$ cat config.mk
export PLATFORM = sky130hd
export DESIGN_NAME = exp2_bf16_flat
export DESIGN_NICKNAME = d
export VERILOG_FILES = /design/src/rtl/exp2_bf16_if.sv /design/src/rtl/exp2_bf16.sv /design/src/flat_wrapper.sv
export SDC_FILE = /design/constraint.sdc
export NUM_CORES = 1
export LEC_CHECK = 0
export CELL_PAD_IN_SITES_DETAIL_PLACEMENT = 0
export CELL_PAD_IN_SITES_GLOBAL_PLACEMENT = 1
export CORE_AREA = 3 3 236 238
export CTS_CLUSTER_SIZE = 8
export DETAILED_ROUTE_END_ITERATION = 10
export DIE_AREA = 0 0 239 241
export PLACE_DENSITY_LB_ADDON = 0.1
export SYNTH_ARGS = -nofsm -noshare
export SYNTH_HDL_FRONTEND = slang
export SYNTH_SLANG_ARGS = --single-unit
$ cat constraint.sdc
create_clock -name clk -period 9.02 [get_ports clk]
set_clock_uncertainty 0.1 [all_clocks]
set_input_delay 1.804 -clock clk [delete_from_list [all_inputs] [get_ports clk]]
set_output_delay 1.804 -clock clk [all_outputs]
set_load 0.05 [all_outputs]
$ cat src/rtl/exp2_bf16_if.sv
// Operand/result bundle for the bfloat16 2^x unit; same port set as the flog unit.
interface exp2_bf16_if #(
    parameter int MAN = 7,
    parameter int EXP = 8
);
    logic           sign;
    logic [EXP-1:0] exponent;
    logic [MAN-1:0] fractional;
    logic           input_valid;
    logic           ready_o;
    logic           s_res_o;
    logic [EXP-1:0] e_res_o;
    logic [MAN-1:0] f_res_o;
    logic           valid_o;

    modport master (output sign, exponent, fractional, input_valid,
                    input  ready_o, s_res_o, e_res_o, f_res_o, valid_o);
    modport slave  (input  sign, exponent, fractional, input_valid,
                    output ready_o, s_res_o, e_res_o, f_res_o, valid_o);
endinterface

$ cat src/rtl/exp2_bf16.sv
// y = 2^x in bfloat16: split x into integer/fraction, build 2^frac one bit per
// cycle from the constants 2^(2^-i), then repack with the integer part as exponent.
module exp2_bf16 #(
    parameter int MAN  = 7,
    parameter int EXP  = 8,
    parameter int BIAS = 127,
    parameter int FRAC = 16
) (
    input  logic       clk,
    input  logic       rst,
    exp2_bf16_if.slave io
);
    localparam int IW = 9;
    localparam int XW = IW + FRAC;
    localparam int AW = FRAC + 2;
    localparam int KW = FRAC + 1;
    localparam int PW = AW + KW;
    localparam int SW = EXP + 3;
    localparam int CW = $clog2(FRAC);
    localparam int LW = $clog2(XW);

    // Entry n holds round(2^(2^-(n+1)) * 2^FRAC); only valid for FRAC=16.
    localparam logic [KW-1:0] K_TAB [FRAC] = '{
        17'd92682, 17'd77936, 17'd71468, 17'd68438,
        17'd66971, 17'd66250, 17'd65892, 17'd65714,
        17'd65625, 17'd65580, 17'd65558, 17'd65547,
        17'd65542, 17'd65539, 17'd65537, 17'd65537
    };

    typedef enum logic [2:0] {IDLE, CONVERT, ITERATE, NORMALIZE, DONE} state_t;

    state_t                state_q, state_d;
    logic                  sign_q, sign_d;
    logic [EXP-1:0]        exp_q, exp_d;
    logic [MAN-1:0]        man_q, man_d;
    logic signed [IW-1:0]  ip_q, ip_d;
    logic [FRAC-1:0]       fp_q, fp_d;
    logic                  zero_q, zero_d, spec_q, spec_d, big_q, big_d;
    logic [AW-1:0]         acc_q, acc_d;
    logic [CW-1:0]         cnt_q, cnt_d;
    logic [EXP-1:0]        res_e_q, res_e_d, e_out_q, e_out_d;
    logic [MAN-1:0]        res_f_q, res_f_d, f_out_q, f_out_d;
    logic                  valid_q, valid_d;

    logic signed [SW-1:0]  sh, amt, e_big;
    logic [SW-1:0]         neg_amt;
    logic [XW-1:0]         base, mag, x_val;
    logic [PW-1:0]         prod;
    logic [MAN:0]          rnd;

    always_comb begin : datapath
        sh      = $signed({{(SW-EXP){1'b0}}, exp_q}) - $signed(SW'(BIAS));
        amt     = sh + $signed(SW'(FRAC - MAN));
        neg_amt = SW'(0) - $unsigned(amt);
        base    = {{(XW-MAN-1){1'b0}}, 1'b1, man_q};
        mag     = amt[SW-1] ? (base >> neg_amt) : (base << amt[LW-1:0]);
        x_val   = sign_q ? (XW'(0) - mag) : mag;
        prod    = PW'(acc_q) * PW'(K_TAB[cnt_q]);
        rnd     = {1'b0, acc_q[FRAC-1 -: MAN]} + (MAN+1)'(acc_q[FRAC-1-MAN]);
        // A rounding carry out of the mantissa bumps the exponent by one.
        e_big   = $signed({{(SW-IW){ip_q[IW-1]}}, ip_q}) + $signed(SW'(BIAS))
                  + $signed(SW'(rnd[MAN]));
    end

    always_comb begin : fsm
        state_d = state_q;
        sign_d  = sign_q;
        exp_d   = exp_q;
        man_d   = man_q;
        ip_d    = ip_q;
        fp_d    = fp_q;
        zero_d  = zero_q;
        spec_d  = spec_q;
        big_d   = big_q;
        acc_d   = acc_q;
        cnt_d   = cnt_q;
        res_e_d = res_e_q;
        res_f_d = res_f_q;
        e_out_d = e_out_q;
        f_out_d = f_out_q;
        valid_d = 1'b0;
        case (state_q)
            IDLE: begin
                if (io.input_valid) begin
                    sign_d  = io.sign;
                    exp_d   = io.exponent;
                    man_d   = io.fractional;
                    state_d = CONVERT;
                end
            end
            CONVERT: begin
                ip_d    = $signed(x_val[XW-1 -: IW]);
                fp_d    = x_val[FRAC-1:0];
                zero_d  = (exp_q == '0);
                spec_d  = (exp_q == '1);
                big_d   = (sh >= $signed(SW'(IW - 1)));
                acc_d   = AW'(1) << FRAC;
                cnt_d   = '0;
                state_d = ITERATE;
            end
            ITERATE: begin
                if (fp_q[CW'(FRAC - 1) - cnt_q])
                    acc_d = AW'(prod >> FRAC);
                cnt_d = cnt_q + CW'(1);
                if (cnt_q == CW'(FRAC - 1))
                    state_d = NORMALIZE;
            end
            NORMALIZE: begin
                res_e_d = '0;
                res_f_d = '0;
                if (spec_q && man_q != '0) begin
                    res_e_d = '1;
                    res_f_d = {1'b1, {(MAN-1){1'b0}}};
                end else if (spec_q || big_q) begin
                    res_e_d = sign_q ? '0 : '1;
                end else if (zero_q) begin
                    res_e_d = EXP'(BIAS);
                end else if (e_big >= $signed(SW'((1 << EXP) - 1))) begin
                    res_e_d = '1;
                end else if (e_big > $signed(SW'(0))) begin
                    res_e_d = e_big[EXP-1:0];
                    res_f_d = rnd[MAN-1:0];
                end
                state_d = DONE;
            end
            DONE: begin
                e_out_d = res_e_q;
                f_out_d = res_f_q;
                valid_d = 1'b1;
                state_d = IDLE;
            end
            default: state_d = IDLE;
        endcase
    end

    always_ff @(posedge clk) begin
        if (rst) begin
            state_q <= IDLE;
            sign_q  <= 1'b0;
            exp_q   <= '0;
            man_q   <= '0;
            ip_q    <= '0;
            fp_q    <= '0;
            zero_q  <= 1'b0;
            spec_q  <= 1'b0;
            big_q   <= 1'b0;
            acc_q   <= '0;
            cnt_q   <= '0;
            res_e_q <= '0;
            res_f_q <= '0;
            e_out_q <= '0;
            f_out_q <= '0;
            valid_q <= 1'b0;
        end else begin
            state_q <= state_d;
            sign_q  <= sign_d;
            exp_q   <= exp_d;
            man_q   <= man_d;
            ip_q    <= ip_d;
            fp_q    <= fp_d;
            zero_q  <= zero_d;
            spec_q  <= spec_d;
            big_q   <= big_d;
            acc_q   <= acc_d;
            cnt_q   <= cnt_d;
            res_e_q <= res_e_d;
            res_f_q <= res_f_d;
            e_out_q <= e_out_d;
            f_out_q <= f_out_d;
            valid_q <= valid_d;
        end
    end

    assign io.ready_o = (state_q == IDLE);
    assign io.s_res_o = 1'b0;
    assign io.e_res_o = e_out_q;
    assign io.f_res_o = f_out_q;
    assign io.valid_o = valid_q;
endmodule

$ cat src/flat_wrapper.sv
// flat-port wrapper written by rule: the top's interface ports become plain ports
module exp2_bf16_flat 
#(
    parameter int MAN  = 7,
    parameter int EXP  = 8,
    parameter int BIAS = 127,
    parameter int FRAC = 16
)
  (clk, rst, io_sign, io_exponent, io_fractional, io_input_valid, io_ready_o, io_s_res_o, io_e_res_o, io_f_res_o, io_valid_o);
  exp2_bf16_if #(.MAN(MAN), .EXP(EXP)) io_i ();
  input  logic clk;
  input  logic rst;
  input wire logic [$bits(io_i.sign)-1:0] io_sign;
  input wire logic [$bits(io_i.exponent)-1:0] io_exponent;
  input wire logic [$bits(io_i.fractional)-1:0] io_fractional;
  input wire logic [$bits(io_i.input_valid)-1:0] io_input_valid;
  output wire logic [$bits(io_i.ready_o)-1:0] io_ready_o;
  output wire logic [$bits(io_i.s_res_o)-1:0] io_s_res_o;
  output wire logic [$bits(io_i.e_res_o)-1:0] io_e_res_o;
  output wire logic [$bits(io_i.f_res_o)-1:0] io_f_res_o;
  output wire logic [$bits(io_i.valid_o)-1:0] io_valid_o;
  assign io_i.sign = io_sign;
  assign io_i.exponent = io_exponent;
  assign io_i.fractional = io_fractional;
  assign io_i.input_valid = io_input_valid;
  assign io_ready_o = io_i.ready_o;
  assign io_s_res_o = io_i.s_res_o;
  assign io_e_res_o = io_i.e_res_o;
  assign io_f_res_o = io_i.f_res_o;
  assign io_valid_o = io_i.valid_o;
  exp2_bf16 #(.MAN(MAN), .EXP(EXP), .BIAS(BIAS), .FRAC(FRAC)) u_core (.clk(clk), .rst(rst), .io(io_i));
endmodule
==> results.toml <==
[route]
wl_um = 48200
drtIter0Drc = 488
vias_per_cell = 4.86
drc_errors = 0
num_vias = 12900
first_pass_iters = 4
routedWlPerCell_um = 18.1
drtAntennaViolNets = 0

[sta]
setup-violations-final = 0
fin_ws_ns = 0.720
max-slew-margin-rel_pct = 21.3
hold_viol_final = 0
totalNegativeSetupSlack_ns = 0
max_freq_mhz = 120
layout_min_cycle_time_ns = 8.30
slew_viol_final = 0
worst_pin_slew_ns = 1.17
period_share_pct = 92.0
rsz0062_at_grt = "no"

[logic_synthesis]
netlist_area_mm2 = 0.0160
synth-seq-cells = 100
synth_edf_count = 0
ys.warnings.count = 0
avgSynthCellArea_um2 = 8.12
synth-seq-area-share_pct = 12.5
yosys-top-cells-area = "fa_1 (27%), dfxtp_1 (12%), ha_1 (11%)"
synth_flop_cell = "dfxtp_1"
syn-num-nets = 2350
async_reset_ff_share_pct = 0
netlist.area_leader.share_pct = 27.3
ys_types = 82
synth_top_area_cell = "fa_1"
synthCells = 1974

[placed_design]
place_ws_ns = 0.223
port_buffers = 35
gp_congestion = 0.829
dp_hpwl_um = 37800

[grt]
grt_pass1_vias = 13500
antenna_found_initial = 0
grt_max_degree = 55
grt_overflow = 0
grt_pass1_wl_um = 77400
gr-usage-all-layers_pct = 17.3

[final_layout]
drive_gt1_share_pct = 4.59
fin_util_pct = 32.5
nets = 2331
antenna_cells = 0
fill_cells = 5811
syn_to_final_growth_pct = 9.00

[power]
power_density_mw_per_mm2 = 71.8
p_leak_uw = 0.00825
p_total_uw = 1260
irDropWorstVdd_uv = 80.2

[clocking]
cts_hold_buf = 0
clk_latency_ns = 0.37
cts.clk_slew.worst_paths_ns = 0.08
clock-root-buffer = "clkbuf_16"
clock_path_buffers = 2
cts_buffers = 9
clock_sinks = 100
cts_tree = "yes"
htree_levels = 3

[floorplan]
dieWidth_um = 239
rows = 85
num_io_pins = 37
core_mm2 = 0.0538
fp.dieH_um = 241
initial_utilization_pct = 29.8
die_area_mm2 = 0.0576

[critical_path]
cp-start-kind = "register"
worst-endpoint-required_ns = 9.19
criticalPathCategory = "register to register"
crit_fanout = 18
cp.arrival_ns = 8.47
cpPeakStageDelay_ns = 0.69
slowest_stage = "mux4_2"
cp-end-kind = "register"
path_common_cell = "fa_1"

[outcome]
outcome = "finished clean"

[worst_hold_path]
hp-class = "register to register"

[flow_run]
maxCapViolations = 0
## layout by cell type (no fill, tap or decap), drive strengths merged, types with 6 or more instances in the layout
cell type      instances
nand3b                 6
nand4                 12
a21o                  12
o21ai                 69
o31ai                 13
mux4                   8
nand3                 37
nand2                292
and3                   9
nand2b                18
a22oi                 10
nor2                  85
a211oi                15
clkinv                 6
and2                 142
buf                   39
a22o                   7
a21oi                 96
a31oi                  9
xnor2                 45
fa                   219
mux2i                 18
nor3                  39
clkbuf                 9
ha                   138
inv                  332
o21a                   7
o41ai                  6
nor2b                 13
dfxtp                100
xor2                  20
clkdlybuf4s50         34
## final timing paths
kind / from / endpoint / slack, ns / cells after the start
hold / removal: u_core.fp_q[2]$_SDFFE_PP0P_ / u_core.fp_q[2]$_SDFFE_PP0P_ / 0.36 / 2
setup / recovery: u_core.cnt_q[1]$_SDFFE_PP0P_ / u_core.acc_q[17]$_SDFFE_PP0P_ / 0.72 / 25
setup reg to reg: u_core.cnt_q[1]$_SDFFE_PP0P_ / u_core.acc_q[17]$_SDFFE_PP0P_ / 0.72 / 25
hold reg to reg: u_core.fp_q[2]$_SDFFE_PP0P_ / u_core.fp_q[2]$_SDFFE_PP0P_ / 0.36 / 2
## where the power goes
part	switching, uW	internal [uW]	leakage [uW]	total, uW
clock network	214	200	0.000152	413
registers	27.7	455	0.000810	483
logic	238	121	0.00729	359
## synthesized netlist by cell type (4+ instances only)
| cell | n |
|---|---|
| nor3_1 | 39 |
| o21bai_1 | 5 |
| nor4_1 | 5 |
| xor2_1 | 19 |
| a311oi_1 | 4 |
| a31oi_1 | 9 |
| xnor2_1 | 44 |
| o21a_1 | 7 |
| o31a_1 | 4 |
| nand2_1 | 292 |
| mux4_2 | 8 |
| fa_1 | 219 |
| nand4_1 | 11 |
| clkbuf_1 | 88 |
| nor2b_1 | 13 |
| ha_1 | 138 |
| a22o_1 | 7 |
| nor2_1 | 84 |
| o21ai_1 | 7 |
| nand2b_1 | 18 |
| or4_1 | 5 |
| a211o_1 | 4 |
| a21oi_1 | 96 |
| a21o_1 | 12 |
| a22oi_1 | 9 |
| mux2i_1 | 18 |
| o31ai_1 | 13 |
| dfxtp_1 | 100 |
| o211ai_1 | 5 |
| nand3_1 | 36 |
| inv_1 | 330 |
| and3_1 | 9 |
| nand3b_1 | 6 |
| o22ai_1 | 5 |
| buf_2 | 8 |
| and2_1 | 142 |
| o41ai_1 | 4 |
| a211oi_1 | 15 |
| o21ai_0 | 61 |
## area by class of cell
type / instances / area, um^2 / area share (%)
Timing Repair Buffer: 73 / 631 / 3.61
Sequential cell: 100 / 2000 / 11.5
Clock buffer: 9 / 225 / 1.29
Tap cell: 696 / 871 / 4.98
Inverter: 331 / 1240 / 7.11
Multi-Input combinational cell: 1440 / 12400 / 71.0
Clock inverter: 7 / 91.3 / 0.523
## worst max-delay path: cells and delay by family, from the launching register on
family / cells / cell delay, ns
AOI/OAI and AO/OA: 8 / 2.40
and+or+nand+nor: 1 / 0.26
muxes: 1 / 0.69
adders and majority gates: 8 / 3.71
DFF: 1 / 0.31
buffers and inverters: 6 / 0.58
xor gates and xnor gates: 1 / 0.14
## routing by layer
layer,GRT usage [%],vias to the layer above,routed length [um]
met2,30.0,148,23400
met4,3.43,0,702
met1,23.7,6426,23000
met5,0,-,0
met3,1.49,28,1020
li1,-,6298,-
## flip-flops by register name (all words and copies together), names as in the netlist
register	cells
u_core.io.valid_o	1
u_core.io.e_res_o	8
u_core.sign_q	1
u_core.man_q	7
u_core.spec_q	1
u_core.cnt_q	4
u_core.fp_q	16
u_core.big_q	1
u_core.io.f_res_o	7
u_core.ip_q	9
u_core.acc_q	18
u_core.exp_q	8
u_core.state_q	3
u_core.zero_q	1
u_core.res_e_q	8
u_core.res_f_q	7
## cells by family after synthesis
group                    Yosys count  share of synthesized area (%)
AND/OR/NAND/NOR                  680                           20.4
buffers and inverters            434                           10.3
adder cells (fa/ha/maj)          357                           38.1
AO/OA/AOI/OAI                    309                           12.6
flip-flops                       100                           12.5
XOR/XNOR                          65                           3.64
multiplexers                      28                           2.39
other                              1                         0.0234
## stage by stage
step / hold slack [ns] / instance area [um^2] / std cells
floorplan: 0.320 / 16000 / 1974
finish: 0.357 / 17500 / 2656
CTS: 0.361 / 17500 / 2656
global placement: 0.343 / 17200 / 2640
global route: 0.376 / 17500 / 2656
detailed placement: 0.343 / 17200 / 2640
## what timing repair did
item | CTS | global route
resized for setup | 0 | 2
endpoints found under the setup margin | 0 | 7
buffers inserted | 0 | 0
(Power assumes the default switching activity.)
